`src/rtl/fir_decim_out_stage.sv`:
```
// rtl/fir_decim_out_stage.sv - decimate, shift-scale and FIFO-buffer FIR output samples
// Optional macro FIR_OUT_ROUND_EN: round half up when scaling instead of floor.
module fir_decim_out_stage #(
    parameter int DW        = 16,
    parameter int DECIM     = 4,
    parameter int OUT_SHIFT = 2,
    parameter int AW        = 3
) (
    input  logic                 clk,
    input  logic                 rst,
    input  logic                 in_valid,
    input  logic signed [DW-1:0] data_in,
    output logic                 m_valid,
    input  logic                 m_ready,
    output logic [DW-1:0]        m_data,
    output logic [AW:0]          fifo_level,
    output logic                 overflow,
    input  logic                 clr_ovf
);
    localparam int              PW       = (DECIM > 1) ? $clog2(DECIM) : 1;
    localparam int              DEPTH    = 1 << AW;
    localparam logic [PW-1:0]   PH_LAST  = PW'(DECIM - 1);
    localparam logic [AW:0]     LVL_FULL = (AW+1)'(DEPTH);

    logic [DW-1:0] scaled;

`ifdef FIR_OUT_ROUND_EN
    localparam int          RS  = (OUT_SHIFT > 0) ? OUT_SHIFT - 1 : 0;
    localparam logic [DW:0] RND = (OUT_SHIFT > 0) ? ((DW+1)'(1) << RS) : '0;
    logic signed [DW:0] rnd_sum;
    // One guard bit keeps the +half from wrapping the most positive sample.
    assign rnd_sum = $signed({data_in[DW-1], data_in}) + $signed(RND);
    assign scaled  = DW'(rnd_sum >>> OUT_SHIFT);
`else
    assign scaled  = data_in >>> OUT_SHIFT;
`endif

    logic [PW-1:0] phase_q, phase_d;
    logic          s1_vld_q, s1_vld_d;
    logic [DW-1:0] s1_data_q, s1_data_d;
    logic [AW-1:0] wr_ptr_q, wr_ptr_d;
    logic [AW-1:0] rd_ptr_q, rd_ptr_d;
    logic [AW:0]   level_q, level_d;
    logic          ovf_q, ovf_d;
    logic [DW-1:0] mem_q [DEPTH];

    logic keep, full, pop, push, drop;

    always_comb begin
        keep = in_valid && (phase_q == '0);
        full = (level_q == LVL_FULL);
        pop  = (level_q != '0) && m_ready;
        // A pop on the same edge frees the slot, so a full FIFO can still accept.
        push = s1_vld_q && (!full || pop);
        drop = s1_vld_q && full && !pop;

        phase_d = phase_q;
        if (in_valid) begin
            phase_d = (phase_q == PH_LAST) ? '0 : phase_q + PW'(1);
        end

        s1_vld_d  = keep;
        s1_data_d = keep ? scaled : s1_data_q;

        wr_ptr_d = push ? wr_ptr_q + AW'(1) : wr_ptr_q;
        rd_ptr_d = pop  ? rd_ptr_q + AW'(1) : rd_ptr_q;

        level_d = level_q;
        if (push && !pop) begin
            level_d = level_q + (AW+1)'(1);
        end else if (pop && !push) begin
            level_d = level_q - (AW+1)'(1);
        end

        ovf_d = drop ? 1'b1 : (clr_ovf ? 1'b0 : ovf_q);
    end

    always_ff @(posedge clk or negedge rst) begin
        if (!rst) begin
            phase_q   <= '0;
            s1_vld_q  <= 1'b0;
            s1_data_q <= '0;
            wr_ptr_q  <= '0;
            rd_ptr_q  <= '0;
            level_q   <= '0;
            ovf_q     <= 1'b0;
        end else begin
            phase_q   <= phase_d;
            s1_vld_q  <= s1_vld_d;
            s1_data_q <= s1_data_d;
            wr_ptr_q  <= wr_ptr_d;
            rd_ptr_q  <= rd_ptr_d;
            level_q   <= level_d;
            ovf_q     <= ovf_d;
        end
    end

    always_ff @(posedge clk) begin
        if (push) begin
            mem_q[wr_ptr_q] <= s1_data_q;
        end
    end

    assign m_valid    = (level_q != '0);
    assign m_data     = m_valid ? mem_q[rd_ptr_q] : '0;
    assign fifo_level = level_q;
    assign overflow   = ovf_q;

endmodule

```
`config.mk`:
```
export PLATFORM = sky130hd
export DESIGN_NAME = fir_decim_out_stage
export DESIGN_NICKNAME = d
export VERILOG_FILES = /design/src/rtl/fir_decim_out_stage.sv
export SDC_FILE = /design/constraint.sdc
export NUM_CORES = 1
export LEC_CHECK = 0
export ABC_AREA = 1
export BUFFER_PORTS_ARGS = -buffer_cell sky130_fd_sc_hd__buf_4
export CAP_MARGIN = 10
export CORE_ASPECT_RATIO = 1.5
export CORE_UTILIZATION = 55
export DETAILED_ROUTE_END_ITERATION = 8
export GPL_ROUTABILITY_DRIVEN = 0
export GPL_TIMING_DRIVEN = 0
export HOLD_SLACK_MARGIN = 0.12
export PLACE_DENSITY = 0.74
export SKIP_LAST_GASP = 1
export SLEW_MARGIN = 40
export SYNTH_ARGS = -nofsm -noshare
export SYNTH_HDL_FRONTEND = slang
export SYNTH_SLANG_ARGS = --single-unit
```
`constraint.sdc`:
```
create_clock -name clk -period 4.1 [get_ports clk]
set_input_delay 0.615 -clock clk [delete_from_list [all_inputs] [get_ports clk]]
set_output_delay 0.615 -clock clk [all_outputs]
set_load 0.03 [all_outputs]
```
# After elaboration in Yosys (flattened, before gate mapping)

Memories as Yosys holds them, arrays and structs flattened.
Cells that the tools add are included.

$lt $le $gt $ge: 0
Add/sub/neg operators: 5
Equality and inequality tests: 2
Reduce and logical (&&, ||, !) cells: 15
Bitwise operators: 0
Shifts and indexed selects: 0
Muxes and demuxes: 8
Multiply operators: 0
Divide/modulo/power cells: 0

Operators by type and width:

| kind                                             | count |
|---|---|
| two-way mux 16 bit                               | 1 |
| two-way mux 4 bit                                | 2 |
| logical AND 1 bit                                | 7 |
| adder 3 x 1 -> 3 bit, second input constant      | 2 |
| adder 4 x 1 -> 4 bit, second input constant      | 1 |
| == test 4 bit, second input constant             | 1 |
| two-way mux 1 bit                                | 4 |
| nonzero test 2 bit                               | 2 |
| nonzero test 4 bit                               | 1 |
| subtractor 4 x 1 -> 4 bit, second input constant | 1 |
| logical NOT 1 bit                                | 3 |
| adder 2 x 1 -> 2 bit, second input constant      | 1 |
| == test 2 bit, second input constant             | 1 |
| logical NOT 2 bit                                | 1 |
| two-way mux 2 bit                                | 1 |
| logical OR 1 bit                                 | 1 |

Latch bits: 0
Flip-flop bits (word level): 28
Bits in read-only memories: 0
Input port bits: 21
Memories kept: 1
Memory bits (writable): 128
Word-level logic and storage cells: 38

Memories:

| name  | depth | bits a word | read ports | clocked after Yosys merged registers in | wr ports | RTL line | RTL |
|---|---|---|---|---|---|---|---|
| mem_q | 8     | 16          | 1          | 0                                       | 1        | 45       | `logic [DW-1:0] mem_q [DEPTH];` |

# Depth between registers and ports, before layout

Gate-level depths: netlist of the first run.

Depth in word-level cells: 8
Mapped depth: 13

# Worst setup path before layout of the first run

OpenSTA, ideal clock, no wires.

Kind: register -> output
From: register level_q[0] (netlist: fifo_level[0])
To: output m_data[14]
Arrival: 1,971 ps
Required time: 3,485 ps
Path buffers: 2
Stages on the path, launching flop included: 7
Path slack: 1,514 ps
Cell sequence: dfrtp_1 > nor2_1 > nand2_2 > buf_2 > nand2_1 > nor2_1 > buf_4

Longest elaborated chain between the ends: 2

Ends and longest elaborated chain:

| item                   | RTL line | RTL |
|---|---|---|
| from (decl)            | 43       | `logic [AW:0] level_q, level_d;` |
| from (signal assigned) | 93       | `level_q <= level_d;` |
| nonzero test 4 bit     | 104      | `assign m_valid = (level_q != '0);` |
| named net m_valid      | 13       | `output logic m_valid,` |
| two-way mux 16 bit     | 105      | `assign m_data = m_valid ? mem_q[rd_ptr_q] : '0;` |
| to (decl)              | 15       | `output logic [DW-1:0] m_data,` |

The timed path passes the listed nets, and every way through them passes these cells.

# Final worst setup path of the first run

From: register level_q[0] (netlist: fifo_level[0])
To: output m_data[14]

Longest elaborated chain between the ends: 2

Ends and longest elaborated chain:

| item               | RTL line |
|---|---|
| nonzero test 4 bit | 104 |
| two-way mux 16 bit | 105 |

Every way passes these cells.

==> impl_metrics.env, run 1 <==
export IMPL_synth_async_reset_ratio=0.200
export IMPL_r2r_slack_ns=1.76
export IMPL_final_max_slew_viol_count=0
export IMPL_cts_root_buf="clkbuf_16"
export IMPL_die_width_um=89.0
export IMPL_cp_depth=7
export IMPL_drt_wl_total_mm=14.1
export IMPL_htree_levels=4
export IMPL_status="completed"
export IMPL_synth_area_um2=6240
export IMPL_cp_arrival_ns=2.16
export IMPL_synth_xor_area_frac=0.00842
export IMPL_tritoncts="yes"
export IMPL_rsz0062_at_grt="no"
export IMPL_tightest_slew_ns=0.602
export IMPL_post_drt_via_cell_ratio=5.13
export IMPL_drive_above_1_share=0.165
export IMPL_drc=0
export IMPL_r2r_start="fifo_level[0]"
export IMPL_utilization=0.680
export IMPL_dp_hpwl_mm=9.67
export IMPL_slew_headroom=0.598
export IMPL_final_period_utilization=0.678
export IMPL_grt_max_degree=29
export IMPL_grt_pass1_wl_mm=22.7
export IMPL_clk_latency_ns=0.42
export IMPL_p_per_area_nw_per_um2=826
export IMPL_final_min_clock_period_ns=2.78
export IMPL_wl_per_cell_um=16.1
export IMPL_critical_path_peak_fanout=10
export IMPL_final_hold_violation_count=0
export IMPL_clock_sinks=140
export IMPL_postCtsSetupBuffers=0
export IMPL_overflow=0
export IMPL_ant_nets=0
export IMPL_hp_class="in2reg"
export IMPL_die_height_um=132
export IMPL_grt_pass1_vias=4599
export IMPL_fmaxAchievable_mhz=360
export IMPL_end_kind="output pin"
export IMPL_layout_cells_non_filler=880
export IMPL_core_um2=11100
export IMPL_die_area_um2=11800
export IMPL_num_antenna_cells=0
export IMPL_cts_resized=0
export IMPL_grt_total_usage=0.270
export IMPL_design_power_total_mw=6.21
export IMPL_fin_skew_ns=0.00532
export IMPL_vias=4511
export IMPL_pin_count=43
export IMPL_muxShareOfSynthArea=0
export IMPL_nFillCells=842
export IMPL_start_util=0.564
export IMPL_path_class="reg2out"
export IMPL_regArea_um2=4060
export IMPL_vdd_drop_max_mv=0.570
export IMPL_synthAdderAreaFrac=0.0172
export IMPL_max_stage_delay_ns=0.48
export IMPL_crit_end="m_data[14]"
export IMPL_rows=47
export IMPL_cp_data_required_time_ns=3.48
export IMPL_dp_cells=847
export IMPL_synth_nets=673
export IMPL_synth_area_per_cell_um2=9.69
export IMPL_synthFlopType="edfxtp_1"
export IMPL_path_cells="nor2_1 > nand2_2 > buf_2 > nand2_1 > nor2_1 > buf_4 > buf_4"
export IMPL_portBuffers=40
export IMPL_final_common_cell="nand2_1"
export IMPL_crit_path_start_kind="flop"
export IMPL_antenna_found_initial=0
export IMPL_crit_slowest_cell="dfrtp_1"
export IMPL_r2r_end="fifo_level[3]"
export IMPL_cp_num_buf_inv=3
export IMPL_synth_simple_area_share=0.215
export IMPL_synth_compound_area_share=0.00642
export IMPL_cts_buffer_depth=2
export IMPL_setup_violations=0
export IMPL_place_area_um2=6860
export IMPL_p_leak_nw=3.60
export IMPL_multi_input_area_um2=1580
export IMPL_path_clk_slew_ns=0.06
export IMPL_tritoncts_num_buffers=17
export IMPL_cts_hold_buffers=1
export IMPL_cap_violations=0
export IMPL_tns_ns=0
export IMPL_path_delay_family="simple AND/OR/NAND/NOR gates"
export IMPL_ys_seq_area_frac=0.651
export IMPL_fin_nets=749
export IMPL_ff2ff_path_depth=12
export IMPL_synth_edf_count=112
export IMPL_drtIter0Drc=296
export IMPL_crit_path_start="fifo_level[0]"
export IMPL_fin_area_um2=7520
export IMPL_synth_warnings=0
export IMPL_area_growth_pct=20.5
export IMPL_synth_cell_types=20
export IMPL_ys_ff_latch=140
export IMPL_synth_top_family_by_area="simple AND/OR/NAND/NOR gates"
export IMPL_most_common_layout_cells="nand2_1 (210), inv_1 (126), edfxtp_1 (112), nand3_1 (74), buf_4 (55)"
export IMPL_syn_inst=644
export IMPL_drt_pass1_iterations=5
## flip-flops by register name, indices dropped and copies added, names as in the netlist
signal,flops
rd_ptr_q,3
phase_q,2
mem_q,112
wr_ptr_q,3
fifo_level,4
overflow,1
s1_data_q,14
s1_vld_q,1
## per-stage QoR
stage	hold slack, ns	setup slack [ns]
2_1_floorplan	0.319	1.51
3_3_place_gp	0.514	0.812
3_5_place_dp	0.509	1.76
4_1_cts	0.376	1.30
5_1_grt	0.391	1.21
6_report	0.386	1.32
## logic make-up after synthesis
logic type / count (synthesis)
flip-flops: 140
buffers and inverters: 154
XOR/XNOR: 6
adder cells (fa/ha/maj): 8
AO/OA/AOI/OAI: 8
AND/OR/NAND/NOR: 328
## where the power goes
part | switching [mW] | leakage, nW | internal (mW)
Clock | 0.587 | 0.301 | 1.08
Sequential | 0.277 | 1.37 | 1.91
Combinational | 1.56 | 1.93 | 0.806
## cells in the mapped netlist, types with 5 or more instances
cell        n  area, um2
buf_2      14       70.1
buf_4       7       52.6
dfrtp_1    28        701
edfxtp_1  112       3360
ha_1        7       87.6
inv_1     126        473
nand2_1   210        788
nand3_1    74        370
nor2_1     34        128
nor3_1      8       40.0
o21ai_0     6       30.0
xnor2_1     5       43.8
## worst register-to-register path: cells and delay by family, from the launching register on
| family | cells | cell delay [ns] |
|---|---|---|
| AO/OA/AOI/OAI | 1 | 0.08 |
| adder cells (fa/ha/maj) | 2 | 0.53 |
| flip-flops | 1 | 0.47 |
| AND/OR/NAND/NOR | 8 | 1.06 |
| buffers and inverters | 1 | 0.09 |
## per-layer routing
metal	track usage	vias up	wire (um)
li1	-	2162	-
met4	0.145	0	472
met2	0.468	176	7750
met5	0	-	0
met3	0.0574	39	784
met1	0.306	2134	5130
## how the worst min path moves through the flow
stage,start,to,cells past startpoint
6_report,data_in[5],s1_data_q[3],3
3_5_place_dp,s1_vld_q,overflow,2
2_1_floorplan,rst,fifo_level[0],0
3_3_place_gp,s1_vld_q,overflow,2
5_1_grt,data_in[3],s1_data_q[1],3
4_1_cts,data_in[5],s1_data_q[3],3
## area by class of cell
cell class	count	share of cell area
buffer	27	0.0213
clock buffer	17	0.0566
clock inverter	15	0.0293
inverter	127	0.0634
multi-input combinational	350	0.210
sequential	140	0.540
tap	147	0.0245
timing repair buffer	57	0.0546
Note: power is estimated with default switching activity, not from simulation.
==> run 2, diff against run 1 <==
--- a/config.mk
+++ b/config.mk
@@ -5,16 +5,16 @@
 export SDC_FILE = /design/constraint.sdc
 export NUM_CORES = 1
 export LEC_CHECK = 0
-export ABC_AREA = 1
+export ABC_AREA = 0
 export BUFFER_PORTS_ARGS = -buffer_cell sky130_fd_sc_hd__buf_4
 export CAP_MARGIN = 10
 export CORE_ASPECT_RATIO = 1.5
-export CORE_UTILIZATION = 55
+export CORE_UTILIZATION = 53
 export DETAILED_ROUTE_END_ITERATION = 8
 export GPL_ROUTABILITY_DRIVEN = 0
 export GPL_TIMING_DRIVEN = 0
 export HOLD_SLACK_MARGIN = 0.12
-export PLACE_DENSITY = 0.74
+export PLACE_DENSITY = 0.75
 export SKIP_LAST_GASP = 1
 export SLEW_MARGIN = 40
 export SYNTH_ARGS = -nofsm -noshare
==> constraint.sdc (replaced) <==
create_clock -name clk -period 2.5 [get_ports clk]
set_input_delay 0.375 -clock clk [delete_from_list [all_inputs] [get_ports clk]]
set_output_delay 0.375 -clock clk [all_outputs]
set_load 0.03 [all_outputs]
==> run 2 against run 1 <==
Against the previous run:
- the run now ends with negative setup slack left
- synthesized area decreased by 11%
- die area decreased by 7.9%
- non-clock buffer count decreased by 6
- cell area decreased by 6.4%
- synthesized cell count decreased by 57%
- clock power increased by 51%
- via count decreased by 36%
- wire length decreased by 24%
- first-iteration DRC count decreased by 41%
- worst hold slack got worse by 0.24 ns
- worst setup slack got worse by 1.4 ns
- combinational power increased by 61%
==> impl_metrics.env, run 2 <==
export IMPL_status="finished, violations left"
export IMPL_violations="negative setup slack"
export IMPL_rsz0062_at_grt="yes"
export IMPL_p_leak_nw=2.54
export IMPL_fmaxAchievable_mhz=387
export IMPL_fin_area_um2=7040
export IMPL_synthAdderAreaFrac=0.0195
export IMPL_cts_root_buf="clkbuf_16"
export IMPL_synthTopCellsByArea="edfxtp_1 (61%), dfrtp_1 (13%), mux4_2 (11%), mux2_2 (3.5%), a22o_1 (2.2%)"
export IMPL_drive_above_1_share=0.461
export IMPL_tns_ns=-0.514
export IMPL_die_width_um=85.4
export IMPL_overflow=0
export IMPL_cp_num_buf_inv=3
export IMPL_muxShareOfSynthArea=0.150
export IMPL_grt_max_degree=29
export IMPL_grt_pass1_vias=3044
export IMPL_dp_cells=443
export IMPL_finalWorstSetupSlack_ns=-0.0811
export IMPL_drt_wl_total_mm=10.8
export IMPL_synth_edf_count=112
export IMPL_crit_path_start_kind="flop"
export IMPL_hp_class="in2reg"
export IMPL_vias=2888
export IMPL_path_delay_family="simple AND/OR/NAND/NOR gates"
export IMPL_start_util=0.546
export IMPL_place_area_um2=6120
export IMPL_die_height_um=127
export IMPL_tritoncts="yes"
export IMPL_grt_total_usage=0.218
export IMPL_p_per_area_nw_per_um2=1420
export IMPL_rows=45
export IMPL_switchingPower_mw=3.25
export IMPL_synth_commonest_cells="edfxtp_1 (112), dfrtp_1 (28), mux4_2 (28)"
export IMPL_synth_async_reset_ratio=0.200
export IMPL_drt_pass1_iterations=4
export IMPL_cp_arrival_ns=2.21
export IMPL_syn_inst=276
export IMPL_antenna_found_initial=0
export IMPL_fin_skew_ns=0.00593
export IMPL_synth_area_per_cell_um2=20.0
export IMPL_p_clk_frac=0.251
export IMPL_crit_slowest_cell="or4_4"
export IMPL_grt_pass1_wl_mm=16.7
export IMPL_yosys_area_top_type_share=0.608
export IMPL_synth_cell_types=33
export IMPL_core_um2=10100
export IMPL_clock_sinks=140
export IMPL_ant_nets=0
export IMPL_pin_count=43
export IMPL_die_area_um2=10900
export IMPL_path_class="reg2out"
export IMPL_drtIter0Drc=176
export IMPL_cp_data_required_time_ns=2.12
export IMPL_path_cells="or4_4 > and2_4 > buf_8 > a22o_4 > buf_6 > buf_6"
export IMPL_largest_register_ffs=112
export IMPL_end_kind="output pin"
export IMPL_dp_hpwl_mm=6.67
export IMPL_htree_levels=4
export IMPL_fin_nets=389
export IMPL_yosysMostFrequentCell="edfxtp_1"
export IMPL_synth_warnings=0
export IMPL_layout_cells_non_filler=490
export IMPL_final_common_cell="edfxtp_1"
export IMPL_drc=0
export IMPL_max_flop_register="mem_q"
export IMPL_clk_latency_ns=0.41
export IMPL_area_growth_pct=27.3
export IMPL_tritoncts_num_buffers=17
export IMPL_synth_top_family_by_area="multiplexers"
export IMPL_yosys_area_top_type="edfxtp_1"
export IMPL_final_max_slew_viol_count=0
export IMPL_ys_seq_area_frac=0.735
export IMPL_crit_top_cell="buf_6"
export IMPL_critical_path_peak_fanout=7
export IMPL_max_stage_delay_ns=0.58
export IMPL_slew_headroom=0.438
export IMPL_portBuffers=40
export IMPL_num_antenna_cells=0
export IMPL_path_clk_slew_ns=0.06
export IMPL_utilization=0.694
export IMPL_most_common_layout_cells="edfxtp_1 (112), buf_4 (41), mux4_2 (28), dfrtp_1 (25), buf_6 (22)"
export IMPL_comb_power_share=0.384
export IMPL_synth_simple_area_share=0.0290
export IMPL_vdd_drop_max_mv=0.923
export IMPL_final_min_clock_period_ns=2.58
export IMPL_post_drt_via_cell_ratio=5.89
export IMPL_pwr_share_seq=0.365
export IMPL_synth_compound_area_share=0.0373
export IMPL_setup_violations=8
export IMPL_ys_ff_latch=140
export IMPL_final_period_utilization=1.03
export IMPL_cts_buffer_depth=2
export IMPL_synth_nets=305
export IMPL_synth_xor_area_frac=0.00950
export IMPL_whs_ns=0.146
export IMPL_wl_per_cell_um=22.0
export IMPL_synth_area_um2=5530
export IMPL_cap_violations=0
export IMPL_p_int_mw=6.71
export IMPL_tightest_slew_ns=0.843
export IMPL_final_hold_violation_count=0
export IMPL_synthFlopType="edfxtp_1"
export IMPL_swShare=0.326
## run 2: changes by cell type after synthesis, moves of 14 or more
| cell | change |
|---|---|
| nand2_1 | -203 |
| inv_1 | -119 |
| nand3_1 | -71 |
| nor2_1 | -30 |
| mux4_2 | +28 |
| mux2_2 | +17 |
| a22o_1 | +14 |
## run 2: stage by stage
step / total power [mW] / worst slack, ns
after floorplan: 5.77 / -0.145
after global placement: 6.66 / -0.680
after detailed placement: 6.84 / -0.439
after CTS: 9.68 / -0.169
after global routing: 10.3 / -0.136
final: 9.96 / -0.0811
## run 2: metal layers
layer  up-vias  wire (um)  track usage
met5         -          0            0
met1      1473       4160        0.267
met3        17        524       0.0614
met4         0        223       0.0873
met2       107       5870        0.370
li1       1291          -            -
## run 2: power by group through the flow
stage / Combinational, mW / Sequential, mW / Clock [mW]
floorplan: 2.17 / 3.60 / 0
global placement: 3.04 / 3.63 / 0
detailed placement: 3.15 / 3.68 / 0
CTS: 3.53 / 3.62 / 2.53
global route: 4.03 / 3.70 / 2.61
finish: 3.82 / 3.64 / 2.50
## run 2: cells by family after synthesis
family,after synthesis
AO/OA/AOI/OAI,26
multiplexers,46
AND/OR/NAND/NOR,30
XOR/XNOR,6
buffers and inverters,20
flip-flops,140
adder cells (fa/ha/maj),8
## run 2: path summary, 6_finish.rpt
kind	from	to	slack [ns]	cells after the start
worst max register to register	fifo_level[0]	fifo_level[3]	-0.04	10
min in group asynchronous	rst	phase_q[0]	0.45	2
worst max-delay path	fifo_level[0]	m_data[15]	-0.08	6
max in group asynchronous	rst	fifo_level[2]	1.72	2
worst min register to register	overflow	overflow	0.53	2
worst min-delay path	clr_ovf	overflow	0.15	2
## run 2: repair_timing
action / in CTS / in global routing
hold buffers: 1 / 0
hold endpoints to repair: 28 / 0
buffers inserted: 9 / 5
resized for setup: 23 / 22
pin swaps: 2 / 11
cloned: 0 / 1
setup endpoints to repair: 18 / 17
## run 2: cell type report
class,count,area (um2)
sequential,140,4070
fill,630,3100
inverter,7,26.3
clock inverter,14,171
tap,117,146
multi-input combinational,116,1470
clock buffer,18,429
timing repair buffer,66,592
buffer,12,131
